File: src/rtl/exa_crosb_output_vc_arbiter_if.sv
// Request/flit handshake between the crossbar input ports and one output VC arbiter.
interface exa_crosb_output_vc_arbiter_if #(
    parameter int unsigned input_num = 4,
    parameter int unsigned prio_num  = 2,
    parameter int unsigned vc_num    = 2
);
    localparam int unsigned NumVc     = prio_num * vc_num;
    localparam int unsigned logVcPrio = (NumVc > 1) ? $clog2(NumVc) : 1;

    logic [input_num-1:0]                i_req;
    logic [input_num-1:0][logVcPrio-1:0] i_req_vc;
    logic [input_num-1:0]                i_flit_valid;
    logic [input_num-1:0]                i_flit_last;
    logic [input_num-1:0]                o_grant;
    logic [input_num-1:0]                o_flit_accept;

    modport master (
        output i_req,
        output i_req_vc,
        output i_flit_valid,
        output i_flit_last,
        input  o_grant,
        input  o_flit_accept
    );

    modport slave (
        input  i_req,
        input  i_req_vc,
        input  i_flit_valid,
        input  i_flit_last,
        output o_grant,
        output o_flit_accept
    );
endinterface

File: src/rtl/exa_crosb_output_vc_arbiter.sv
// Output-port VC arbiter: per-VC round-robin ownership with optional credit flow control.
// Define EXA_CROSB_VC_CREDIT_EN to build the per-VC credit counters and o_credit_err.
module exa_crosb_output_vc_arbiter #(
    parameter int unsigned input_num = 4,
    parameter int unsigned prio_num  = 2,
    parameter int unsigned vc_num    = 2,
    parameter int unsigned CREDITS   = 8,
    localparam int unsigned NumVc     = prio_num * vc_num,
    localparam int unsigned logIn     = (input_num > 1) ? $clog2(input_num) : 1,
    localparam int unsigned logVcPrio = (NumVc > 1) ? $clog2(NumVc) : 1
) (
    input  logic                          clk,
    input  logic                          reset,
    exa_crosb_output_vc_arbiter_if.slave  bus,
    input  logic [NumVc-1:0]              i_credit_ret,
    output logic [NumVc-1:0]              o_vc_busy,
    output logic [NumVc-1:0][logIn-1:0]   o_vc_owner,
    output logic                          o_credit_err
);

    typedef enum logic {StIdle, StActive} vc_state_e;

    vc_state_e                           r_state [NumVc];
    vc_state_e                           w_state_nxt [NumVc];
    logic [input_num-1:0]                r_grant;
    logic [input_num-1:0]                w_grant_nxt;
    logic [input_num-1:0][logVcPrio-1:0] r_in_vc;
    logic [input_num-1:0][logVcPrio-1:0] w_in_vc_nxt;
    logic [NumVc-1:0][logIn-1:0]         r_owner;
    logic [NumVc-1:0][logIn-1:0]         w_owner_nxt;
    logic [NumVc-1:0][logIn-1:0]         r_ptr;
    logic [NumVc-1:0][logIn-1:0]         w_ptr_nxt;

    logic [NumVc-1:0]                    w_credit_ok;
    logic [input_num-1:0]                w_accept;
    logic [NumVc-1:0]                    w_vc_acc;
    logic [NumVc-1:0]                    w_vc_tail;
    logic [NumVc-1:0]                    w_win_vld;
    logic [NumVc-1:0][logIn-1:0]         w_win;

    // Only an owner can present flits, so its remembered VC selects the credit gate.
    always_comb begin
        w_accept = '0;
        for (int i = 0; i < int'(input_num); i++) begin
            w_accept[i] = r_grant[i] & bus.i_flit_valid[i] & w_credit_ok[r_in_vc[i]];
        end
    end

    always_comb begin
        w_vc_acc  = '0;
        w_vc_tail = '0;
        for (int v = 0; v < int'(NumVc); v++) begin
            w_vc_acc[v]  = (r_state[v] == StActive) & w_accept[r_owner[v]];
            w_vc_tail[v] = w_vc_acc[v] & bus.i_flit_last[r_owner[v]];
        end
    end

    // Round-robin search from each idle VC's pointer over ungranted requesters.
    always_comb begin
        int unsigned idx;
        idx       = 0;
        w_win_vld = '0;
        w_win     = '0;
        for (int v = 0; v < int'(NumVc); v++) begin
            if (r_state[v] == StIdle) begin
                for (int k = 0; k < int'(input_num); k++) begin
                    idx = (int'(r_ptr[v]) + k) % input_num;
                    if (!w_win_vld[v] && bus.i_req[idx] && !r_grant[idx] &&
                        (bus.i_req_vc[idx] == logVcPrio'(v))) begin
                        w_win_vld[v] = 1'b1;
                        w_win[v]     = logIn'(idx);
                    end
                end
            end
        end
    end

    always_comb begin
        for (int v = 0; v < int'(NumVc); v++) begin
            w_state_nxt[v] = r_state[v];
            unique case (r_state[v])
                StIdle:   if (w_win_vld[v]) w_state_nxt[v] = StActive;
                StActive: if (w_vc_tail[v]) w_state_nxt[v] = StIdle;
                default:  w_state_nxt[v] = StIdle;
            endcase
        end
    end

    always_comb begin
        w_grant_nxt = r_grant;
        w_in_vc_nxt = r_in_vc;
        w_owner_nxt = r_owner;
        w_ptr_nxt   = r_ptr;
        for (int i = 0; i < int'(input_num); i++) begin
            if (w_accept[i] && bus.i_flit_last[i]) begin
                w_grant_nxt[i] = 1'b0;
            end
        end
        for (int v = 0; v < int'(NumVc); v++) begin
            if (w_win_vld[v]) begin
                w_grant_nxt[w_win[v]] = 1'b1;
                w_in_vc_nxt[w_win[v]] = logVcPrio'(v);
                w_owner_nxt[v]        = w_win[v];
                w_ptr_nxt[v]          = (w_win[v] == logIn'(input_num - 1)) ? '0
                                                                         : w_win[v] + logIn'(1);
            end
        end
    end

    always_ff @(posedge clk) begin
        if (reset) begin
            r_grant <= '0;
            r_in_vc <= '0;
            r_owner <= '0;
            r_ptr   <= '0;
            for (int v = 0; v < int'(NumVc); v++) begin
                r_state[v] <= StIdle;
            end
        end else begin
            r_grant <= w_grant_nxt;
            r_in_vc <= w_in_vc_nxt;
            r_owner <= w_owner_nxt;
            r_ptr   <= w_ptr_nxt;
            for (int v = 0; v < int'(NumVc); v++) begin
                r_state[v] <= w_state_nxt[v];
            end
        end
    end

`ifdef EXA_CROSB_VC_CREDIT_EN
    localparam int unsigned CW = $clog2(CREDITS + 1);

    logic [CW-1:0] r_credit [NumVc];
    logic [CW-1:0] w_credit_nxt [NumVc];
    logic          r_credit_err;
    logic          w_credit_err_nxt;

    always_comb begin
        for (int v = 0; v < int'(NumVc); v++) begin
            w_credit_ok[v] = (r_credit[v] != '0);
        end
    end

    // A simultaneous accept and return cancel; a return into a full counter is an error.
    always_comb begin
        w_credit_err_nxt = r_credit_err;
        for (int v = 0; v < int'(NumVc); v++) begin
            w_credit_nxt[v] = r_credit[v];
            if (w_vc_acc[v] && !i_credit_ret[v]) begin
                w_credit_nxt[v] = r_credit[v] - CW'(1);
            end else if (!w_vc_acc[v] && i_credit_ret[v]) begin
                if (r_credit[v] == CW'(CREDITS)) begin
                    w_credit_err_nxt = 1'b1;
                end else begin
                    w_credit_nxt[v] = r_credit[v] + CW'(1);
                end
            end
        end
    end

    always_ff @(posedge clk) begin
        if (reset) begin
            r_credit_err <= 1'b0;
            for (int v = 0; v < int'(NumVc); v++) begin
                r_credit[v] <= CW'(CREDITS);
            end
        end else begin
            r_credit_err <= w_credit_err_nxt;
            for (int v = 0; v < int'(NumVc); v++) begin
                r_credit[v] <= w_credit_nxt[v];
            end
        end
    end

    assign o_credit_err = r_credit_err;
`else
    logic w_unused_credit;

    assign w_credit_ok     = '1;
    assign o_credit_err    = 1'b0;
    assign w_unused_credit = ^{i_credit_ret, 1'(CREDITS)};
`endif

    always_comb begin
        o_vc_busy = '0;
        for (int v = 0; v < int'(NumVc); v++) begin
            o_vc_busy[v] = (r_state[v] == StActive);
        end
    end

    assign o_vc_owner        = r_owner;
    assign bus.o_grant       = r_grant;
    assign bus.o_flit_accept = w_accept;

endmodule

File: src/flat_wrapper.sv
// flat-port wrapper written by rule: the top's interface ports become plain ports
module exa_crosb_output_vc_arbiter_flat 
#(
    parameter int unsigned input_num = 4,
    parameter int unsigned prio_num  = 2,
    parameter int unsigned vc_num    = 2,
    parameter int unsigned CREDITS   = 8,
    localparam int unsigned NumVc     = prio_num * vc_num,
    localparam int unsigned logIn     = (input_num > 1) ? $clog2(input_num) : 1,
    localparam int unsigned logVcPrio = (NumVc > 1) ? $clog2(NumVc) : 1
)
  (clk, reset, i_credit_ret, o_vc_busy, o_vc_owner, o_credit_err, bus_i_req, bus_i_req_vc, bus_i_flit_valid, bus_i_flit_last, bus_o_grant, bus_o_flit_accept);
  exa_crosb_output_vc_arbiter_if #(.input_num(input_num), .prio_num(prio_num), .vc_num(vc_num)) bus_i ();
  input  logic clk;
  input  logic reset;
  input  logic [NumVc-1:0] i_credit_ret;
  output logic [NumVc-1:0] o_vc_busy;
  output logic [NumVc-1:0][logIn-1:0] o_vc_owner;
  output logic o_credit_err;
  input wire logic [$bits(bus_i.i_req)-1:0] bus_i_req;
  input wire logic [$bits(bus_i.i_req_vc)-1:0] bus_i_req_vc;
  input wire logic [$bits(bus_i.i_flit_valid)-1:0] bus_i_flit_valid;
  input wire logic [$bits(bus_i.i_flit_last)-1:0] bus_i_flit_last;
  output wire logic [$bits(bus_i.o_grant)-1:0] bus_o_grant;
  output wire logic [$bits(bus_i.o_flit_accept)-1:0] bus_o_flit_accept;
  assign bus_i.i_req = bus_i_req;
  assign bus_i.i_req_vc = bus_i_req_vc;
  assign bus_i.i_flit_valid = bus_i_flit_valid;
  assign bus_i.i_flit_last = bus_i_flit_last;
  assign bus_o_grant = bus_i.o_grant;
  assign bus_o_flit_accept = bus_i.o_flit_accept;
  exa_crosb_output_vc_arbiter #(.input_num(input_num), .prio_num(prio_num), .vc_num(vc_num), .CREDITS(CREDITS)) u_core (.clk(clk), .reset(reset), .bus(bus_i), .i_credit_ret(i_credit_ret), .o_vc_busy(o_vc_busy), .o_vc_owner(o_vc_owner), .o_credit_err(o_credit_err));
endmodule
File: config.mk
export PLATFORM = sky130hd
export DESIGN_NAME = exa_crosb_output_vc_arbiter_flat
export DESIGN_NICKNAME = d
export VERILOG_FILES = /design/src/rtl/exa_crosb_output_vc_arbiter_if.sv /design/src/rtl/exa_crosb_output_vc_arbiter.sv /design/src/flat_wrapper.sv
export SDC_FILE = /design/constraint.sdc
export NUM_CORES = 1
export LEC_CHECK = 0
export BUFFER_PORTS_ARGS = -buffer_cell sky130_fd_sc_hd__buf_2
export CORE_ASPECT_RATIO = 0.8
export CORE_MARGIN = 5
export CORE_UTILIZATION = 50
export CTS_CLUSTER_SIZE = 28
export DETAILED_ROUTE_END_ITERATION = 6
export PLACE_DENSITY = 0.73
export SLEW_MARGIN = 25
export SYNTH_ARGS = -nofsm -noshare
export SYNTH_HDL_FRONTEND = slang
export SYNTH_SLANG_ARGS = --single-unit
File: constraint.sdc
create_clock -name clk -period 2.4 [get_ports clk]
set_input_delay 0.12 -clock clk [delete_from_list [all_inputs] [get_ports clk]]
set_output_delay 0.12 -clock clk [all_outputs]
set_load 0.01 [all_outputs]
; Word level (Yosys, flattened, before mapping)
; Memory sizes are Yosys's and may differ from the RTL's.
; Cells that the tools add are included.
[totals]
reg_bits = 28
mem_bits_rw = 4
out_inout_bits = 21
memories = 1
[memory_table]
columns = memory, words, width, read_ports, rd_clocked_by_memory_dff, write_ports, line
row1 = u_core.r_state, 4, 1, 4, 0, 4, exa_crosb_output_vc_arbiter.sv:23  ; vc_state_e r_state [NumVc];
[classes]
addsub = 16
magnitude_cmp = 32
eq_ne = 16
mux = 223
bitwise = 37
n_reduce_logical = 84
[ops]
columns = operator, n
row1 = $mux 1, 99
row2 = $bmux 1 s2, 44
row3 = $mux 2, 44
row4 = $lt 2x3->1 const B, 28
row5 = $bmux 2 s2, 16
row6 = $logic_and 1x1->1, 52
row7 = $mux 8, 4
row8 = $logic_not 1->1, 28
row9 = $eq 2x2->1 const B, 12
row10 = $or 4x4->4, 6
row11 = $add 2x1->2 const B, 8
row12 = $add 2x2->2 const B, 8
row13 = $and 1x1->1, 16
row14 = $demux 2 s2, 4
row15 = $mux 4, 4
row16 = $and 4x4->4, 2
row17 = $and 8x8->8, 1
row18 = $demux 1 s2, 4
row19 = $eq 2x1->1 const B, 4
row20 = $ge 2x1->1 const B, 4
row21 = $logic_not 2->1, 4
row22 = $not 4->4, 2
row23 = $not 8->8, 1
row24 = $or 8x8->8, 1
row25 = 3 further kinds, 12

; Longest topological paths before layout
; Gate-level depths: netlist of run 1.
[depth]
depth_word = 38
depth_mapped = 9
ltp_nobuf = 8

; Worst setup path after synthesis of run 1
; Ideal clock, no wire load.
[synth_timing]
kind = register to register
startpoint = reg u_core.r_grant[1] (netlist: u_core.bus.o_grant[1])
endpoint = reg u_core.r_ptr[1] (netlist name)
setup_ps = 128
arrival_ps = 1986
t_required_ps = 2272
slack_ps = 287
path_stages_with_launch = 9
n_path_buf = 1
synth_period_minus_slack_ps = 2113
path_cell_list = dfxtp_1 or4b_1 buf_2 nor4_2 a31oi_1 o311ai_4 ha_1 mux2i_1 nor2_1
[synth_via]
elab_chain_cells = 27
[synth_lines]
columns = element, line
row1 = "start, declared", exa_crosb_output_vc_arbiter.sv:25  ; logic [input_num-1:0] r_grant;
row2 = "start signal, assigned", exa_crosb_output_vc_arbiter.sv:120  ; r_grant <= w_grant_nxt;
row3 = $bmux 1 s2, exa_crosb_output_vc_arbiter.sv:68  ; if (!w_win_vld[v] && bus.i_req[idx] && !r_grant[idx] &&
row4 = $mux 1 (implied by the code), exa_crosb_output_vc_arbiter.sv:68
row5 = $logic_not 1->1, exa_crosb_output_vc_arbiter.sv:68
row6 = $logic_and 1x1->1 (2 in series), exa_crosb_output_vc_arbiter.sv:68
row7 = $mux 1, exa_crosb_output_vc_arbiter.sv:68
row8 = $mux 1, exa_crosb_output_vc_arbiter.sv:65  ; if (r_state[v] == StIdle) begin
row9 = $logic_not 1->1, exa_crosb_output_vc_arbiter.sv:68
row10 = $logic_and 1x1->1 (3 in series), exa_crosb_output_vc_arbiter.sv:68
row11 = (+6 left out), -
row12 = $mux 1, exa_crosb_output_vc_arbiter.sv:68
row13 = $mux 1, exa_crosb_output_vc_arbiter.sv:65
row14 = $logic_not 1->1, exa_crosb_output_vc_arbiter.sv:68
row15 = $logic_and 1x1->1 (3 in series), exa_crosb_output_vc_arbiter.sv:68
row16 = $mux 2, exa_crosb_output_vc_arbiter.sv:68
row17 = $mux 2, exa_crosb_output_vc_arbiter.sv:65
row18 = $add 2x1->2 or $eq 2x2->1 (tied branches), "exa_crosb_output_vc_arbiter.sv:105, exa_crosb_output_vc_arbiter.sv:104"
row19 = $mux 2, exa_crosb_output_vc_arbiter.sv:104  ; w_ptr_nxt[v] = (w_win[v] == logIn'(input_num - 1)) ? '0
row20 = "end signal, assigned", exa_crosb_output_vc_arbiter.sv:123  ; r_ptr <= w_ptr_nxt;
row21 = "end, declared", exa_crosb_output_vc_arbiter.sv:31  ; logic [NumVc-1:0][logIn-1:0] r_ptr;
; Several ways; a longest one is shown, not always the timed one. The select of a mux whose other input is x is not followed.
; A chain may end at the register's enable or synchronous reset.

==> results by group, run 1 <==
Drt
  – Avg WL per Cell: 15.60 um
  – Vias: around 1,900
  – Vias per inst: a little under 6
  – First-pass DRT Iterations: 4
  – Total Wirelength: slightly above 5000 um
  – Initial DRC Count: approximately 120
  – Drc violations: 0
  – Antenna viol nets, final: 0

Synth
  – Leading area contributor after synthesis: dfxtp_1
  – Main area contributors after synthesis: dfxtp_1, ha_1, a21oi_1, mux4_2, nor2_1
  – Cell variety after synth: 56
  – Simple-gate share of the synthesized area: 0.2718
  – Mux contribution to synthesized area: 0.06935
  – Syn Std Cell Area: between 2000 and 2500 um^2
  – Synth top area share: 0.2378
  – Post-Syn Area per Cell: 8.824 um^2
  – List of most frequent post-synthesis cells: dfxtp_1, a21oi_1, nor2_1
  – Main combinational cell family by area after synthesis: simple AND/OR/NAND/NOR gates
  – Yosys reg bits: 24
  – Syn Nets: approximately 270
  – Asr flop ratio synth: 0
  – Count leader, synth: dfxtp_1
  – Synth Area in Adders: 0.09907
  – Synthesized netlist cell count: around 230
  – Post-synthesis compound-gate area fraction: 0.2539
  – Yosys warns: 0
  – Post-synth EDFFs: 0
  – Sequential area share after synthesis: 0.2378
  – Top FF cell, synth: dfxtp_1
  – XOR/XNOR Fraction of Synth Area: 0

Final layout
  – Multi-input gate area: between 1000 and 1500 um^2
  – Layout cells sized above 1: 0.2985
  – Number of fill cells in the layout: approximately 360
  – Layout Utilization: 0.6104
  – Area delta synth->final: 16.41%
  – Storage cell area: 481.7 um^2
  – Ant diodes: 0
  – NumNets Final: 311

Floorplan
  – IO Pins: 47
  – Starting Density: 0.5244
  – Die width: a little over 80 um
  – Die Area: approximately 5400 um^2
  – Num rows: 20
  – Die H: between 60 and 70 um
  – Core area: around 3900 um^2

Timing
  – Worst slew pin tran: roughly 0.67 ns
  – Crit share post-route: 0.9326
  – Slew HR: 0.5465
  – Unrepaired setup endpoints after global routing: no
  – Tmin final: between 2 and 2.5 ns
  – Worst Slack Setup Final: ~0.16 ns
  – Worst Skew: roughly 0.0021 ns
  – Fmax: 446.8 MHz
  – Final Hold Fails: 0
  – Setup TNS: 0 ns
  – Final Max Tran Viols: 0
  – Final Setup Violations: 0

CTS
  – Sink Count: 24
  – CTS buffer count: 3
  – TritonCTS clock tree: yes
  – CTS Buffer Depth: 2
  – Clk root buf: clkbuf_8
  – Clock-pin slew on the worst setup and hold paths: 0.08 ns
  – Clock Latency Late Sink: about 0.26 ns
  – CTS H-tree lvls: 1

Placement
  – Port bufs: 41
  – Pre-CTS setup slack: around 0.12 ns
  – Dpl hpwl: 3966 um
  – Routability Congestion: 0.9028

Critical path
  – Worst Path Max Fanout: 6
  – CP Data Required Time: around 2.5 ns
  – FF-to-FF path depth: 9
  – Arrival @ worst endpoint: 2.37 ns
  – Top delay family on crit path: compound AO/OA/AOI/OAI gates
  – Critical-path cell list: buf_4 > nor4bb_1 > o21ai_0 > a21o_1 > o21ai_1 > inv_1 > ha_1 > a22oi_1 > a31oi_1
  – R2r setup slk: between 0.15 and 0.2 ns
  – Startpoint types: register
  – Critical path's slowest cell: dfxtp_1
  – Worst Setup End Kind: register
  – R2R Path Start: u_core.bus.o_grant[1]
  – Buf/Inv on CP: 2
  – Critical path class: register to register
  – Worst reg2reg path endpoint: u_core.bus.o_grant[3]
  – Max incr delay on CP: ~0.38 ns

Run status
  – Outcome: finished clean

Pwr
  – Power Total: between 1 and 1.5 mW
  – Pwr per Cell Area: 610.7 nW/um^2
  – Clock group share of total power: 0.243
  – VDD IR max: between 0.3 and 0.4 mV
  – Flop pwr share: 0.385
  – Power Internal: approximately 0.93 mW
  – Leak pwr: around 1 nW
  – P_sw: 0.5086 mW
  – Switching part of the total: 0.3541
  – Combinational Power Share: 0.372

Min path
  – Worst Hold End: u_core.bus.o_grant[2]
  – Hold Path Stages: 4
  – Hold Path Class: input port to register
  – Hold Startpoint: bus_i_flit_last[2]

Global route
  – First-pass GRT wire length: 8459 um
  – Vias in the first global route: roughly 1,800
  – Antenna violations before repair: 0
  – GRT Total Usage: 0.1969
  – Remaining global-route overflow: 0
  – Largest net degree at the start of global routing: 26

Flow run
  – Max-capacitance violation count: 0
==> power groups by stage <==
stage / combinational [mW] / sequential, mW / clock [mW]
floorplan: 0.382 / 0.538 / 0
global placement: 0.517 / 0.557 / 0
global route: 0.595 / 0.568 / 0.380
CTS: 0.532 / 0.550 / 0.355
detailed placement: 0.527 / 0.560 / 0
finish: 0.534 / 0.554 / 0.349
==> final cells by class <==
class | instances | share of cell area
multi-input cells | 177 | 0.6021
well taps | 55 | 0.02926
flip-flops and latches | 24 | 0.2048
clock buffers | 3 | 0.01755
clock inverters | 1 | 0.01277
inverters | 15 | 0.02394
repair buffers | 48 | 0.1096
==> flip-flops by register name (all words and copies together) (netlist names) <==
| name | count |
|---|---|
| u_core.o_vc_owner | 8 |
| u_core.bus.o_grant | 4 |
| u_core.r_ptr | 8 |
| u_core.r_state | 4 |
==> per-layer routing <==
| metal | wire length [um] | GRT usage |
|---|---|---|
| met1 | 2466 | 0.2988 |
| met2 | 2078 | 0.2951 |
| met3 | 474 | 0.02432 |
| met4 | 19 | 0.04008 |
| met5 | 0 | 0 |
==> kinds of logic (layout without fill, tap and decap cells) <==
kind of cell / Yosys count / in the layout
muxes: 9 / 9
other: 1 / 1
DFF: 24 / 24
adders and majority gates: 16 / 16
AOI/OAI and AO/OA: 70 / 70
and+or+nand+nor: 81 / 81
buffers and inverters: 28 / 67
==> worst max path at each step <==
| stage | slack (ns) | cells past startpoint | startpoint | endpoint |
|---|---|---|---|---|
| 6_report | 0.16 | 9 | u_core.bus.o_grant[1] | u_core.bus.o_grant[3] |
| 5_1_grt | 0.02 | 6 | u_core.bus.o_grant[3] | u_core.r_ptr[1] |
| 4_1_cts | 0.1 | 7 | u_core.bus.o_grant[1] | u_core.r_ptr[1] |
| 3_5_place_dp | 0.12 | 7 | u_core.bus.o_grant[1] | u_core.r_ptr[1] |
| 3_3_place_gp | 0.18 | 7 | u_core.bus.o_grant[1] | u_core.r_ptr[1] |
| 2_1_floorplan | 0.29 | 8 | u_core.bus.o_grant[1] | u_core.r_ptr[1] |
==> layout by cell type (no fill, tap or decap), types with 3 or more instances in the layout <==
master      n
nand3_1     8
and2_1      5
inv_2       4
dfxtp_1    23
o21ai_0     6
clkbuf_8    3
a31oi_1     6
nor3_1      5
ha_1       16
a31oi_2     3
a21oi_1    21
buf_4       7
nand2_1    10
mux2i_1     5
inv_1      11
nand2b_1    6
nor2_1     20
buf_2      41
mux4_2      4
nand4bb_1   4
a22oi_1     9
==> metrics by stage <==
| stage | instances | cell area [um^2] | hold slack, ns |
|---|---|---|---|
| finish | 323 | 2352 | 0.2700 |
| floorplan | 229 | 2021 | 0.3844 |
| detailed placement | 319 | 2270 | 0.4856 |
| CTS | 323 | 2341 | 0.2637 |
| global placement | 319 | 2270 | 0.4896 |
| global route | 323 | 2352 | 0.2763 |
==> worst min-delay path, delay by kind of cell <==
| family | cells | cell delay [ns] |
|---|---|---|
| compound gates | 2 | 0.21 |
| simple gates | 1 | 0.06 |
| buf+inv | 1 | 0.11 |
==> what timing repair did <==
action	CTS	global route
hold buffers	0	0
gates resized for setup	0	3
setup buffers	0	0
endpoints found under the setup margin	0	5
Note: power is estimated with default switching activity, not from simulation.
==> run 2: changes to the inputs <==
--- a/config.mk
+++ b/config.mk
@@ -8,10 +8,9 @@
 export BUFFER_PORTS_ARGS = -buffer_cell sky130_fd_sc_hd__buf_2
 export CORE_ASPECT_RATIO = 0.8
 export CORE_MARGIN = 5
-export CORE_UTILIZATION = 50
-export CTS_CLUSTER_SIZE = 28
+export CORE_UTILIZATION = 54
 export DETAILED_ROUTE_END_ITERATION = 6
-export PLACE_DENSITY = 0.73
+export PLACE_DENSITY = 0.8
 export SLEW_MARGIN = 25
 export SYNTH_ARGS = -nofsm -noshare
 export SYNTH_HDL_FRONTEND = slang
==> run 2 against run 1 <==
Non-clock buffer count shrank 1. Routed wire length down 2.4%. Hold slack worse by 0.0042 ns. Clock skew rose by 0.0016 ns. Power decreased by 4.9%. Final area is 1.4% lower. First-iteration DRC count shrank 11%. Register-to-register slack worse by 0.04 ns. Highest routed layer unchanged.
==> results by group, run 2 (synthesis gave the netlist of run 1 again) <==
Critical path
  – Arrival @ worst endpoint: roughly 2.4 ns
  – Top delay family on crit path: simple AND/OR/NAND/NOR gates
  – Max incr delay on CP: just over 0.6 ns
  – Buf/Inv on CP: 0
  – Critical path class: register to register
  – Worst Path Max Fanout: 10
  – Critical-path cell list: or4b_4 > nor4_2 > a31oi_1 > o311ai_4 > ha_1 > mux2i_1 > nor2_1
  – Startpoint types: register
  – Critical path's slowest cell: or4b_4
  – Worst Setup End Kind: register
  – CP Data Required Time: 2.55 ns

Final layout
  – Layout cells sized above 1: 0.2921
  – Final non-filler cell total: 309
  – Area delta synth->final: 14.80%
  – Ant diodes: 0
  – Commonest non-fill, non-tap cell in the layout: buf_2
  – NumNets Final: 310
  – Most frequent cells in the layout: buf_2, dfxtp_1, a21oi_1

Floorplan
  – Die width: slightly below 80 um
  – Die H: 64.72 um
  – IO Pins: 47
  – Die Area: 5073 um^2
  – Num rows: 19
  – Starting Density: 0.5743
  – Core area: about 3500 um^2

CTS
  – CTS buffer count: 3
  – Clk root buf: clkbuf_8
  – CTS H-tree lvls: 1
  – Clock Latency Late Sink: about 0.27 ns
  – Post-CTS Hold Buffers: 0
  – Post-CTS sizing: 0
  – Sink Count: 24
  – TritonCTS clock tree: yes
  – Clock-pin slew on the worst setup and hold paths: about 0.08 ns
  – Post-CTS Setup Repair Bufs: 0
  – CTS Buffer Depth: 2

Timing
  – Fmax: 438.6 MHz
  – Unrepaired setup endpoints after global routing: no
  – WHS: between 0.2 and 0.3 ns
  – Worst slew pin tran: 0.6134 ns
  – Final Hold Fails: 0
  – Final Setup Violations: 0
  – Crit share post-route: 0.9501
  – Slew HR: 0.5853
  – Tmin final: ~2.3 ns
  – Worst Skew: about 0.0037 ns
  – Final Max Tran Viols: 0
  – Setup TNS: 0 ns

Global route
  – Antenna violations before repair: 0
  – GRT Total Usage: 0.2065
  – First-pass GRT wire length: roughly 8500 um
  – Largest net degree at the start of global routing: 26
  – Remaining global-route overflow: 0
  – Vias in the first global route: 1,820

Pwr
  – VDD IR max: roughly 0.44 mV
  – Power Total: roughly 1.4 mW
  – Pwr per Cell Area: around 590 nW/um^2
  – Leak pwr: 0.9834 nW

Drt
  – Drc violations: 0
  – Avg WL per Cell: approximately 16 um
  – Vias: about 1,900
  – Vias per inst: 6.039
  – Initial DRC Count: 110
  – Antenna viol nets, final: 0
  – Total Wirelength: 4918 um
  – First-pass DRT Iterations: 4

Placement
  – DP Cell Count: between 300 and 400
  – Port bufs: slightly above 40
  – Routability Congestion: around 0.85
  – Dpl hpwl: 3812 um

Run status
  – Outcome: finished clean

Min path
  – Hold Path Class: input port to register

Flow run
  – Max-capacitance violation count: 0
## run 2: layout make-up
class / count / area [um^2]
clock buffers: 4 / 55.05
multi-input cells: 177 / 1425
fillers: 291 / 1199
well taps: 42 / 52.55
repair buffers: 47 / 250.2
flip-flops and latches: 24 / 480.5
inverters: 15 / 56.30
## run 2: power breakdown
| part | total [mW] | internal (mW) | switching, mW | leakage [nW] |
|---|---|---|---|---|
| Combinational | 0.544 | 0.248 | 0.297 | 0.757 |
| Sequential | 0.547 | 0.458 | 0.0892 | 0.197 |
| Clock | 0.274 | 0.147 | 0.128 | 0.0288 |
## run 2: final timing paths
| kind | startpoint | cells past startpoint | slack (ns) | to |
|---|---|---|---|---|
| worst min register to register | u_core.o_vc_owner[7] | 2 | 0.50 | u_core.o_vc_owner[7] |
| worst max register to register | u_core.bus.o_grant[1] | 7 | 0.12 | u_core.r_ptr[1] |
| worst max-delay path | u_core.bus.o_grant[1] | 7 | 0.12 | u_core.r_ptr[1] |
| worst min-delay path | bus_i_flit_valid[1] | 4 | 0.27 | u_core.bus.o_grant[1] |
## run 2: through the flow
| stage | instance area, um^2 | worst slack [ns] | util |
|---|---|---|---|
| 6_report | 2320 | 0.1198 | 0.6593 |
| 5_1_grt | 2320 | 0.007032 | 0.6593 |
| 4_1_cts | 2301 | 0.03443 | 0.6540 |
| 3_5_place_dp | 2246 | 0.05819 | 0.6383 |
| 3_3_place_gp | 2246 | 0.1401 | 0.6383 |
| 2_1_floorplan | 2021 | 0.2867 | - |
## run 2: routing by layer
layer,track usage,up-vias,routed length [um]
met5,0,-,0
met4,0.04803,0,23
met3,0.02909,3,364
met2,0.3034,64,2063
met1,0.3175,862,2468
li1,-,937,-
## run 2: worst reg2reg max path, stage by stage, from the launching register on
cell and delay (ns):
dfxtp_1 0.42, or4b_4 0.61, nor4_2 0.15, a31oi_1 0.10, o311ai_4 0.36, ha_1 0.30
mux2i_1 0.16, nor2_1 0.05
==> run 3: changes to the inputs <==
--- a/config.mk
+++ b/config.mk
@@ -6,7 +6,7 @@
 export NUM_CORES = 1
 export LEC_CHECK = 0
 export BUFFER_PORTS_ARGS = -buffer_cell sky130_fd_sc_hd__buf_2
-export CORE_ASPECT_RATIO = 0.8
+export CORE_ASPECT_RATIO = 1.5
 export CORE_MARGIN = 5
 export CORE_UTILIZATION = 54
 export DETAILED_ROUTE_END_ITERATION = 6
==> run 3 against run 2 <==
Critical path depth unchanged. Final area down 0.27%. Largest power group unchanged. Via count up 4.6%. Hold slack worse by 0.013 ns. Clock-buffer cell count unchanged. Sequential share of layout area up 0.056 points. Highest routed layer unchanged. Global-route usage up 0.59 points. Flip-flop and latch count unchanged.
==> results by group, run 3 (synthesis gave the netlist of run 1 again) <==
Critical path
  – CP endpoint: u_core.bus.o_grant[2]
  – Worst Setup End Kind: register
  – CP Data Required Time: ~2.5 ns
  – Worst reg2reg path endpoint: u_core.bus.o_grant[2]
  – R2r setup slk: 0.16 ns
  – FF-to-FF path depth: 7
  – R2R Path Start: u_core.bus.o_grant[0]
  – Startpoint types: register
  – Critical path class: register to register
  – Critical Path Source: u_core.bus.o_grant[0]
  – Arrival @ worst endpoint: 2.38 ns
  – Worst Path Max Fanout: 10

Final layout
  – Fin area: between 2000 and 2500 um^2
  – NumNets Final: between 300 and 400
  – Most frequent cells in the layout: buf_2, dfxtp_1, a21oi_1
  – Commonest non-fill, non-tap cell in the layout: buf_2
  – Layout cells sized above 1: 0.2910
  – Area delta synth->final: 14.49%
  – Number of fill cells in the layout: ~330
  – Ant diodes: 0
  – Layout Utilization: 0.6341

Drt
  – Antenna viol nets, final: 0
  – First-pass DRT Iterations: 5
  – Vias per inst: between 6 and 7
  – Met3 routed WL: roughly 380 um
  – Avg WL per Cell: around 17 um
  – Met1 WL: roughly 2100 um
  – Initial DRC Count: 88
  – Top Layer Used: met4
  – Vias: about 2,000
  – Total Wirelength: approximately 5200 um
  – Drc violations: 0
  – Routed wl met2: between 2000 and 3000 um

CTS
  – CTS buffer count: 3
  – Clock Latency Late Sink: 0.27 ns
  – CTS Buffer Depth: 2
  – Clock-pin slew on the worst setup and hold paths: roughly 0.090 ns
  – TritonCTS clock tree: yes
  – Clk root buf: clkbuf_8
  – CTS H-tree lvls: 1
  – Sink Count: 24
  – Post-CTS Hold Buffers: 0

Pwr
  – Leak pwr: 0.9855 nW
  – VDD IR max: 0.4017 mV
  – Pwr per Cell Area: 588.7 nW/um^2

Timing
  – Crit share post-route: 0.9334
  – Slew HR: 0.5167
  – Final Hold Fails: 0
  – Setup TNS: 0 ns
  – Tmin final: 2.240 ns
  – Fmax: around 450 MHz
  – Final Max Tran Viols: 0
  – Final Setup Violations: 0
  – Worst slew pin tran: between 0.7 and 0.8 ns
  – WHS: around 0.25 ns
  – Unrepaired setup endpoints after global routing: no
  – Worst Skew: between 0.002 and 0.003 ns

Global route
  – Antenna violations before repair: 0
  – First-pass GRT wire length: a little under 9000 um
  – Remaining global-route overflow: 0
  – Vias in the first global route: 1,839
  – GRT Total Usage: 0.2124
  – Largest net degree at the start of global routing: 26

Flow run
  – Max-capacitance violation count: 0

Min path
  – Hold Startpoint: bus_i_flit_last[1]
  – Hold Path Class: input port to register

Floorplan
  – Core area: approximately 3600 um^2
  – IO Pins: 47
  – Die width: 59.95 um
  – Die Area: roughly 5000 um^2
  – Die H: about 85 um
  – Num rows: 27
  – Starting Density: 0.5538

Placement
  – Routability Congestion: between 0.8 and 0.9
  – Post-DP Area: between 2000 and 2500 um^2
  – Dpl hpwl: slightly below 4000 um
  – Port bufs: 41

Run status
  – Outcome: finished clean
run 3: changes by cell type in the layout (fill, tap and decap cells not counted), sizes merged:
| cell | previous run | this run |
|---|---|---|
| buf | 47 | 48 |
run 3: layer usage:
| layer | vias up | global-route usage |
|---|---|---|
| met1 | 915 | 0.2773 |
| met5 | - | 0 |
| li1 | 937 | - |
| met4 | 0 | 0.08266 |
| met3 | 14 | 0.02283 |
| met2 | 86 | 0.3484 |
run 3: final cells by class:
type,count,area (um^2),share of cell area
multi-input combinational,177,1410,0.6095
sequential,24,480.5,0.2077
timing repair buffer,48,257.7,0.1114
inverter,15,56.30,0.02434
clock buffer,4,55.05,0.02380
tap,43,53.80,0.02326
run 3: worst min path at each step:
stage	endpoint	slack (ns)	depth (start not counted)
after floorplan	u_core.bus.o_grant[0]	0.38	3
after CTS	u_core.bus.o_grant[1]	0.25	4
after global routing	u_core.bus.o_grant[0]	0.28	4
final	u_core.bus.o_grant[1]	0.25	4
after global placement	u_core.o_vc_owner[3]	0.48	2
after detailed placement	u_core.o_vc_owner[7]	0.49	2
run 3: repair_timing:
action	CTS	global route
gates resized for setup	0	1
setup endpoints to repair	0	3
buffers inserted	0	0
run 3: metrics by stage:
| step | setup WS [ns] | power [mW] | std cells |
|---|---|---|---|
| 6_report | 0.1599 | 1.362 | 311 |
| 5_1_grt | 0.05438 | 1.445 | 311 |
| 4_1_cts | 0.09706 | 1.352 | 311 |
| 3_5_place_dp | 0.1372 | 1.074 | 307 |
| 3_3_place_gp | 0.2007 | 1.063 | 307 |
| 2_1_floorplan | 0.2867 | 0.9203 | 229 |
run 3: worst max-delay path: stages (launching register included):
cell	delay, ns
dfxtp_1	0.52
nand4bb_1	0.31
nor2_1	0.10
o21a_1	0.19
a2111o_1	0.46
ha_1	0.23
a22oi_1	0.18
a31oi_1	0.12
run 3: where the power goes:
part | internal, mW | switching [mW] | total, mW | leakage, nW
Clock | 0.147 | 0.135 | 0.282 | 0.0288
Combinational | 0.243 | 0.292 | 0.535 | 0.759
Sequential | 0.458 | 0.0872 | 0.545 | 0.197
Total | 0.848 | 0.514 | 1.36 | 0.986
